### config.mk
export PLATFORM = sky130hd
export DESIGN_NAME = alu_div16
export DESIGN_NICKNAME = d
export VERILOG_FILES = /design/src/rtl/alu_pkg.sv /design/src/rtl/div_sub_step.sv /design/src/rtl/alu_div16.sv
export SDC_FILE = /design/constraint.sdc
export NUM_CORES = 1
export LEC_CHECK = 0
export ABC_AREA = 1
export ABC_CLOCK_PERIOD_IN_PS = 18600
export CORE_ASPECT_RATIO = 0.7
export CORE_MARGIN = 3
export CORE_UTILIZATION = 50
export CTS_CLUSTER_SIZE = 40
export DETAILED_ROUTE_END_ITERATION = 8
export PLACE_DENSITY = 0.73
export SLEW_MARGIN = 10
export SYNTH_ARGS = -nofsm -noshare
export SYNTH_HDL_FRONTEND = slang
export SYNTH_SLANG_ARGS = --single-unit
### constraint.sdc
create_clock -name clk -period 18.6 [get_ports clk]
set_input_delay 3.72 -clock clk [delete_from_list [all_inputs] [get_ports clk]]
set_output_delay 3.72 -clock clk [all_outputs]
set_load 0.05 [all_outputs]
### src/rtl/alu_pkg.sv
// ---------------------------------------------------------------------------
// alu_pkg
// Shared definitions for the 16-bit iterative divider (alu_div16) and its
// subtract-step helper (div_sub_step).
//   DIV_W      operand / result width
//   DIV_ITERS  restoring iterations per division (one per quotient bit)
//   CNT_W      width of the iteration counter
//   state_t    divider control states: IDLE, CALC, FINISH
//   cond_neg   two's-complement negate when 'neg' is set, else pass through
// ---------------------------------------------------------------------------
package alu_pkg;

  localparam int DIV_W     = 16;
  localparam int DIV_ITERS = 16;
  localparam int CNT_W     = $clog2(DIV_ITERS);

  localparam logic [DIV_W-1:0] DIV_ONE  = DIV_W'(1);
  localparam logic [DIV_W-1:0] DIV_ONES = '1;

  typedef enum logic [1:0] {
    IDLE   = 2'd0,
    CALC   = 2'd1,
    FINISH = 2'd2
  } state_t;

  // Negation is done modulo 2^DIV_W, so 0x8000 maps to itself. Used both to
  // take magnitudes (0x8000 -> 32768 read as unsigned) and to re-apply signs.
  function automatic logic [DIV_W-1:0] cond_neg(input logic [DIV_W-1:0] x,
                                                input logic             neg);
    cond_neg = neg ? (~x + DIV_ONE) : x;
  endfunction

endpackage

### src/rtl/div_sub_step.sv
// ---------------------------------------------------------------------------
// div_sub_step
// One trial subtraction of the restoring divider: diff = a - b computed as
// a + ~b + 1 with an explicit ripple carry chain.
//   a        input  W  shifted partial remainder
//   b        input  W  divisor magnitude (zero-extended)
//   diff     output W  a - b modulo 2^W
//   non_neg  output 1  1 when a >= b (carry out of the chain)
// ---------------------------------------------------------------------------
module div_sub_step #(
  parameter int W = 17
) (
  input  logic [W-1:0] a,
  input  logic [W-1:0] b,
  output logic [W-1:0] diff,
  output logic         non_neg
);

  logic [W-1:0] b_inv;
  logic         carry;

  assign b_inv = ~b;

  // The carry is walked through a loop variable rather than a vector so the
  // chain stays a plain combinational ripple without self-referencing nets.
  always_comb begin
    diff  = '0;
    carry = 1'b1;
    for (int i = 0; i < W; i++) begin
      diff[i] = a[i] ^ b_inv[i] ^ carry;
      carry   = (a[i] & b_inv[i]) | (carry & (a[i] ^ b_inv[i]));
    end
    // With both operands unsigned, a final carry of 1 means no borrow.
    non_neg = carry;
  end

endmodule

### src/rtl/alu_div16.sv
// ---------------------------------------------------------------------------
// alu_div16
// 16-bit signed/unsigned restoring divider, one quotient bit per clock.
//   clk          input   1   sole clock, rising edge
//   rst          input   1   synchronous active-high reset
//   start        input   1   request, only honoured in IDLE
//   is_signed    input   1   1 = two's-complement operands
//   dividend     input   16  numerator, sampled with start
//   divisor      input   16  denominator, sampled with start
//   busy         output  1   high during the 16 iteration cycles
//   done         output  1   one-cycle pulse with valid results
//   quotient     output  16  result, held until the next result
//   remainder    output  16  result, held until the next result
//   div_by_zero  output  1   flags a zero divisor, cleared on next start
// Timing: start cycle = 0, busy in cycles 1..16, done in cycle 17.
// A zero divisor skips the iterations and reports done in cycle 1.
// ---------------------------------------------------------------------------
module alu_div16
  import alu_pkg::*;
(
  input  logic             clk,
  input  logic             rst,
  input  logic             start,
  input  logic             is_signed,
  input  logic [DIV_W-1:0] dividend,
  input  logic [DIV_W-1:0] divisor,
  output logic             busy,
  output logic             done,
  output logic [DIV_W-1:0] quotient,
  output logic [DIV_W-1:0] remainder,
  output logic             div_by_zero
);

  localparam logic [CNT_W-1:0] LAST_ITER = CNT_W'(DIV_ITERS - 1);

  state_t           state_reg, state_next;
  logic [CNT_W-1:0] cnt_reg;
  logic [DIV_W-1:0] rem_reg;        // partial remainder
  logic [DIV_W-1:0] quo_reg;        // dividend bits shifting out, quotient in
  logic [DIV_W-1:0] dvs_mag_reg;    // divisor magnitude
  logic             signed_reg;
  logic             q_neg_reg;      // raw sign XOR; gated by signed_reg
  logic             r_neg_reg;      // raw dividend sign; gated by signed_reg
  logic [DIV_W-1:0] quotient_reg;
  logic [DIV_W-1:0] remainder_reg;
  logic             dbz_reg;
  logic             done_reg;

  logic             take_start;
  logic             divisor_zero;
  logic [DIV_W-1:0] dividend_mag;
  logic [DIV_W-1:0] divisor_mag;

  logic [DIV_W:0]   step_a;
  logic [DIV_W:0]   step_b;
  logic [DIV_W:0]   step_diff;
  logic             step_non_neg;
  logic             diff_msb_unused;
  logic [DIV_W-1:0] rem_step;
  logic [DIV_W-1:0] quo_step;
  logic             last_iter;

  // -------------------------------------------------------------------------
  // Operand capture helpers
  // -------------------------------------------------------------------------
  assign take_start   = (state_reg == IDLE) && start;
  assign divisor_zero = (divisor == '0);
  assign dividend_mag = cond_neg(dividend, is_signed & dividend[DIV_W-1]);
  assign divisor_mag  = cond_neg(divisor,  is_signed & divisor[DIV_W-1]);

  // -------------------------------------------------------------------------
  // One restoring step: shift {rem,quo} left by one, trial-subtract divisor.
  // The shifted remainder can reach 17 bits, hence the 17-bit subtractor.
  // -------------------------------------------------------------------------
  assign step_a = {rem_reg, quo_reg[DIV_W-1]};
  assign step_b = {1'b0, dvs_mag_reg};

  div_sub_step #(
    .W (DIV_W + 1)
  ) u_sub_step (
    .a       (step_a),
    .b       (step_b),
    .diff    (step_diff),
    .non_neg (step_non_neg)
  );

  // A kept difference is always below the divisor, so its top bit is zero.
  assign diff_msb_unused = step_diff[DIV_W];

  assign rem_step  = step_non_neg ? step_diff[DIV_W-1:0] : step_a[DIV_W-1:0];
  assign quo_step  = {quo_reg[DIV_W-2:0], step_non_neg};
  assign last_iter = (cnt_reg == LAST_ITER);

  // -------------------------------------------------------------------------
  // Control FSM: next-state logic
  // -------------------------------------------------------------------------
  always_comb begin
    state_next = state_reg;
    case (state_reg)
      IDLE: begin
        if (start) begin
          state_next = divisor_zero ? FINISH : CALC;
        end
      end
      CALC: begin
        if (last_iter) begin
          state_next = FINISH;
        end
      end
      FINISH: begin
        state_next = IDLE;
      end
      default: begin
        state_next = IDLE;
      end
    endcase
  end

  // -------------------------------------------------------------------------
  // State register
  // -------------------------------------------------------------------------
  always_ff @(posedge clk) begin
    if (rst) begin
      state_reg <= IDLE;
    end else begin
      state_reg <= state_next;
    end
  end

  // -------------------------------------------------------------------------
  // Datapath and result registers
  // The signed results are formed on the edge that enters FINISH, so the
  // FINISH cycle presents registered, sign-corrected outputs with done.
  // -------------------------------------------------------------------------
  always_ff @(posedge clk) begin
    if (rst) begin
      cnt_reg       <= '0;
      rem_reg       <= '0;
      quo_reg       <= '0;
      dvs_mag_reg   <= '0;
      signed_reg    <= 1'b0;
      q_neg_reg     <= 1'b0;
      r_neg_reg     <= 1'b0;
      quotient_reg  <= '0;
      remainder_reg <= '0;
      dbz_reg       <= 1'b0;
      done_reg      <= 1'b0;
    end else begin
      done_reg <= 1'b0;

      if (take_start) begin
        cnt_reg     <= '0;
        rem_reg     <= '0;
        quo_reg     <= dividend_mag;
        dvs_mag_reg <= divisor_mag;
        signed_reg  <= is_signed;
        q_neg_reg   <= dividend[DIV_W-1] ^ divisor[DIV_W-1];
        r_neg_reg   <= dividend[DIV_W-1];
        dbz_reg     <= 1'b0;

        // Zero divisor: results are fixed, reported in the very next cycle.
        if (divisor_zero) begin
          quotient_reg  <= DIV_ONES;
          remainder_reg <= dividend;
          dbz_reg       <= 1'b1;
          done_reg      <= 1'b1;
        end
      end

      if (state_reg == CALC) begin
        rem_reg <= rem_step;
        quo_reg <= quo_step;
        cnt_reg <= cnt_reg + 1'b1;

        if (last_iter) begin
          quotient_reg  <= cond_neg(quo_step, signed_reg & q_neg_reg);
          remainder_reg <= cond_neg(rem_step, signed_reg & r_neg_reg);
          done_reg      <= 1'b1;
        end
      end
    end
  end

  // -------------------------------------------------------------------------
  // Outputs
  // -------------------------------------------------------------------------
  assign busy        = (state_reg == CALC);
  assign done        = done_reg;
  assign quotient    = quotient_reg;
  assign remainder   = remainder_reg;
  assign div_by_zero = dbz_reg;

endmodule

# [Yosys cells after proc, flatten, opt, wreduce, memory -nomap -nowiden]
# Cells that the tools add are included.
[totals] ff_bits=91 in_bits=36 output_inout_bits=35 elab_cells=146
[op_classes] add_sub_neg=5 n_eq_ne=4 n_mux=27 bitwise=93 n_reduce_logical=5
[op_table] cell="2-to-1 mux 16 bit" count=17
[op_table] cell="adder 16 x 1 -> 16 bit, second input constant" count=4
[op_table] cell="NOT 16 bit" count=4
[op_table] cell="bitwise AND 1 bit" count=37
[op_table] cell="bitwise XOR 1 bit" count=33
[op_table] cell="NOT 16 -> 17 bit" count=1
[op_table] cell="OR 1 bit" count=17
[op_table] cell="logical NOT 16 bit" count=1
[op_table] cell="2-to-1 mux 4 bit" count=2
[op_table] cell="2-to-1 mux 2 bit" count=3
[op_table] cell="adder 4 x 1 -> 4 bit, second input constant" count=1
[op_table] cell="equality test 4 bit, second input constant" count=1
[op_table] cell="2-to-1 mux 1 bit" count=4
[op_table] cell="case mux 2 bit (2 select lines)" count=1
[op_table] cell="equality test 2 x 1 -> 1 bit, second input constant" count=1
[op_table] cell="logical NOT 2 bit" count=1
[op_table] cell="!= test 2 x 1 -> 1 bit, second input constant" count=1
[op_table] cell="!= test 2 bit, second input constant" count=1
[op_table] cell="AND reduction 2 bit" count=1
[op_table] cell="nonzero test 2 bit" count=1
[op_table] cell="logical AND 1 bit" count=1
[op_table] cell="NOT 1 bit" count=1

# [Logic depth before layout (Yosys ltp)]
[logic_depth] word_depth=41 ltp_mapped=34 depth_no_buf=33

# [Hierarchy]
# A second synthesis with hierarchy kept.
[unflattened] cells_unflattened=870 area_unflattened_um2=5830.6
[by_module_without_submodules] mod="alu_div16" instances=1 cells_per_inst=818 area_per_inst_um2=5366.4 seq_area_each_um2=1821.7
[by_module_without_submodules] mod="div_sub_step" instances=1 cells_per_inst=52 area_per_inst_um2=464.2 seq_area_each_um2=0.0

# [Worst setup path after synthesis]
# OpenSTA, ideal clock, no wires.
[synth_path] path_kind="register to register" from="register quo_reg[15]" to="register quotient_reg[14], in the netlist quotient[14]" setup_ns=0.115 t_arrival_ns=7.440 slack_ns=11.045 path_stages_with_launch=33 path_buffers=1 period_less_slack_ns=7.555 path_cell_list="dfxtp_1 inv_1 ha_1 inv_1 fa_1 fa_1 fa_1 fa_1 fa_1 fa_1 fa_1 fa_1 fa_1 fa_1 fa_1 fa_1 inv_1 fa_1 inv_1 fa_1 fa_1 nor2_4 buf_4 ha_1 nand3_1 nor2_1 nand3_1 nand2_1 nand2_1 nor2_1 xnor2_1 o21ai_0 inv_1"
[synth_via] elab_chain_len=39 elab_cells_between_ends=40
[synth_rtl] element="start, declared" line="alu_div16.sv:39" text="logic [DIV_W-1:0] quo_reg;"
[synth_rtl] element="start signal, assigned" line="alu_div16.sv:154" text="quo_reg <= dividend_mag;"
[synth_rtl] element="start signal, assigned" line="alu_div16.sv:172" text="quo_reg <= quo_step;"
[synth_rtl] element="bitwise AND 1 bit / bitwise XOR 1 bit (equally long branches)" line="div_sub_step.sv:31" text="carry = (a[i] & b_inv[i]) | (carry & (a[i] ^ b_inv[i]));"
[synth_rtl] element="OR 1 bit (*)" line="div_sub_step.sv:31"
[synth_rtl] element="bitwise AND 1 bit (*)" line="div_sub_step.sv:31"
[synth_rtl] element="OR 1 bit (*)" line="div_sub_step.sv:31"
[synth_rtl] element="bitwise AND 1 bit (*)" line="div_sub_step.sv:31"
[synth_rtl] element="OR 1 bit (*)" line="div_sub_step.sv:31"
[synth_rtl] element="bitwise AND 1 bit (*)" line="div_sub_step.sv:31"
[synth_rtl] element="OR 1 bit (*)" line="div_sub_step.sv:31"
[synth_rtl] element="[... 23 more ...]"
[synth_rtl] element="OR 1 bit (*)" line="div_sub_step.sv:31"
[synth_rtl] element="bitwise AND 1 bit (*)" line="div_sub_step.sv:31"
[synth_rtl] element="OR 1 bit (*)" line="div_sub_step.sv:31"
[synth_rtl] element="NOT 16 bit (*)" line="alu_pkg.sv:30" text="cond_neg = neg ? (~x + DIV_ONE) : x;"
[synth_rtl] element="adder 16 x 1 -> 16 bit (*)" line="alu_pkg.sv:30"
[synth_rtl] element="2-to-1 mux 16 bit (*)" line="alu_pkg.sv:30"
[synth_rtl] element="2-to-1 mux 16 bit (*)" line="alu_div16.sv:175" text="if (last_iter) begin"
[synth_rtl] element="2-to-1 mux 16 bit (*)" line="alu_div16.sv:170" text="if (state_reg == CALC) begin"
[synth_rtl] element="end signal, assigned" line="alu_div16.sv:176" text="quotient_reg <= cond_neg(quo_step, signed_reg & q_neg_reg);"
[synth_rtl] element="end, declared" line="alu_div16.sv:44" text="logic [DIV_W-1:0] quotient_reg;"
# Every way passes the cells marked *; elsewhere a longest branch is shown, timed or not.
# A chain may end at the register's enable or synchronous reset.

# [Final worst setup path]
# Same ends and word-level chain as after synthesis.

==> results.json <==
{
  "outcome": "finished, final reports clean",
  "drt-wirelength-per-cell_um": 15.13,
  "dp_hpwl_um": 11850,
  "core_area_um2": 10740,
  "root_buffer": "clkbuf_16",
  "grt_pass1_wl_um": 25960,
  "start_util_pct": 53.09,
  "ir_drop_mv": 0.05469,
  "r2r-start": "quo_reg[15]",
  "vias_per_cell": 5.481,
  "worstPathMaxFanout": 25,
  "synthArstFlopShare_pct": 0,
  "fmax_ghz": 0.1188,
  "drt_wl_total_um": 15840,
  "rows": 31,
  "ctsResizeCount": 0,
  "power_density_nw_per_um2": 93.77,
  "fin_skew_ps": 9.335,
  "post-place-ws_ps": 10320,
  "yosysWarnings": 0,
  "use_met2_pct": 37.12,
  "leakage_uw": 0.002892,
  "worst_pin_slew_ps": 1032,
  "hp-start": "div_by_zero",
  "gp_congestion": 0.8837,
  "postCtsSetupRepairBufs": 0,
  "drt_iter0_drc": 453,
  "place_inst": 1031,
  "dieArea_um2": 12750,
  "worstSetupStartpoint": "quo_reg[15]",
  "num_vias": 5739,
  "synth.avg_cell_area_um2": 6.743,
  "max_stage_delay_ps": 460,
  "rsz0062_at_grt": "no",
  "arrival_ps": 8660,
  "die_w_um": 133.7,
  "worstSetupStartpointType": "register",
  "power_uw": 630.2,
  "syn_area_um2": 5704,
  "pin_count": 71,
  "hold_viol_final": 0,
  "grt_pass1_vias": 5199,
  "grt-busiest-layer": "met1",
  "clk_latency_ps": 350,
  "critPathRequiredTime_ps": 18840,
  "critPathKind": "register to register",
  "crit_path_end_kind": "register",
  "synth_area_leaders": "dfxtp_1 (32%), nand2_1 (14%), inv_1 (8.0%), a21oi_1 (6.6%), o21ai_0 (5.6%)",
  "fin_nets": 951,
  "cts_max_level": 3,
  "track_usage_pct": 25.26,
  "yosys.area.top_type": "dfxtp_1",
  "holdWs_ps": 468.9,
  "antenna_cells": 0,
  "min_period_ps": 8417,
  "synthFlopType": "dfxtp_1",
  "synth-edff-count": 0,
  "grtUsageMet3_pct": 4.747,
  "max_slew_margin_pct": 31.15,
  "crit_path_top_delay_cell": "nor2_4",
  "yosysUniqueCellTypes": 44,
  "final.setup.tns_ps": 0,
  "synth_seq_cells": 91,
  "ys_seq_area_share_pct": 31.94,
  "final.period_utilization_pct": 45.25,
  "syn-num-nets": 903,
  "cpMostUsedCell": "fa_1",
  "detail-route-antenna-nets": 0,
  "grt_util_met1_pct": 38.32,
  "final_cells": 1047,
  "firstDrtPassIters": 5,
  "antenna_found_initial": 0,
  "grt_overflow": 0,
  "dieHeight_um": 95.37,
  "clk_pin_slew_worst_paths_ps": 70,
  "cts.path.max_buffers": 2,
  "postCtsHoldBufs": 0,
  "max-cap-violations": 0,
  "setup_ws_ps": 10180,
  "synth_top_area_share_pct": 31.94,
  "grt_max_degree": 58,
  "netlist_instances": 846,
  "portBuffers": 70,
  "setup_viol_count_final": 0,
  "report.final.slew_viol_count": 0,
  "drt_drc_violations_left": 0,
  "drive_gt1_share_pct": 6.452,
  "hold_path_class": "register to register",
  "cts.sinks": 91,
  "cts_tree": "yes",
  "syn_to_final_growth_pct": 17.81,
  "numCtsBuffers": 9
}
[cell type report]
cell class	instances	area, um^2
clock buffer	9	225.2
clock inverter	7	66.31
fill	989	4024
inverter	125	469.2
multi-input combinational	592	3219
sequential	91	1822
tap	148	185.2
timing repair buffer	75	733.2
[routing by layer]
metal	vias to the layer above	part of all wire (%)	routed length (um)
met3	19	7.5	1190
met4	0	1.3	198
li1	2849	-	-
met1	2637	51	7999
met5	-	0	0
met2	234	41	6447
[cells by family after synthesis]
group | count (synthesis) | synth area share (%)
buf+inv | 163 | 11.71
simple gates | 359 | 27.70
fa+ha+maj | 21 | 6.580
xor+xnor | 14 | 2.150
flops | 91 | 31.94
compound gates | 198 | 19.92
[through the flow]
stage / utilization, % / instance area, um^2
after floorplan: - / 5704
after detailed placement: 59.83 / 6429
after CTS: 62.55 / 6720
after global routing: 62.55 / 6720
after global placement: 59.83 / 6429
final: 62.55 / 6720
[synthesized netlist by cell type (2+ instances only)]
cell type / n
nand2_1: 208
inv_1: 122
dfxtp_1: 91
a21oi_1: 75
o21ai_0: 64
nand3_1: 62
nor2_1: 47
clkbuf_1: 18
fa_1: 15
o211ai_1: 15
nand2_2: 12
xor2_1: 12
buf_2: 9
a31oi_1: 8
nand4_1: 8
o21ai_1: 8
a22oi_1: 7
ha_1: 6
nor3_1: 6
o221ai_1: 6
buf_6: 5
nor2_2: 5
buf_1: 4
o21ai_2: 4
nor2_4: 3
o21a_1: 3
a221oi_1: 2
buf_4: 2
inv_2: 2
nor3_2: 2
xnor2_1: 2
[power breakdown]
| group | internal [uW] | leakage (uW) | total [uW] | switching, uW |
|---|---|---|---|---|
| Sequential | 205 | 0.000741 | 217 | 11.4 |
| Combinational | 74.7 | 0.00201 | 231 | 156 |
| Clock | 94.5 | 0.000138 | 183 | 88.0 |
[layout by cell type, fill, tap and decap left out, types with 2 or more instances in the layout]
master and count:
nand2_1 208, inv_1 122, dfxtp_1 91, a21oi_1 75, clkdlybuf4s50_1 69, o21ai_0 64, nand3_1 62, nor2_1 45
o211ai_1 15, fa_1 15, nand2_2 12, xor2_1 12, clkbuf_16 9, o21ai_1 8, nand4_1 8, a31oi_1 8
nor2_2 7, a22oi_1 7, nor3_1 6, o221ai_1 6, ha_1 6, buf_4 5, o21ai_2 4, nor2_4 3
o21a_1 3, inv_8 3, inv_2 2, xnor2_1 2, a221oi_1 2, nor3_2 2, clkinvlp_4 2, inv_6 2
[worst max-delay path: cells and delay by family (launching register included)]
kind	cells	cell delay (ps)
DFF	1	320
AOI/OAI and AO/OA	1	160
adders and majority gates	17	6170
xor gates and xnor gates	1	80
buffers and inverters	5	300
and+or+nand+nor	7	1290
[path summary, 6_finish.rpt]
path	cells past startpoint	slack [ps]	endpoint
worst max-delay path	31	10180	quotient[14]
worst min-delay path	2	470	div_by_zero
worst max register to register	31	10180	quotient[14]
worst min register to register	2	470	div_by_zero
Note: power is estimated with default switching activity, not from simulation.
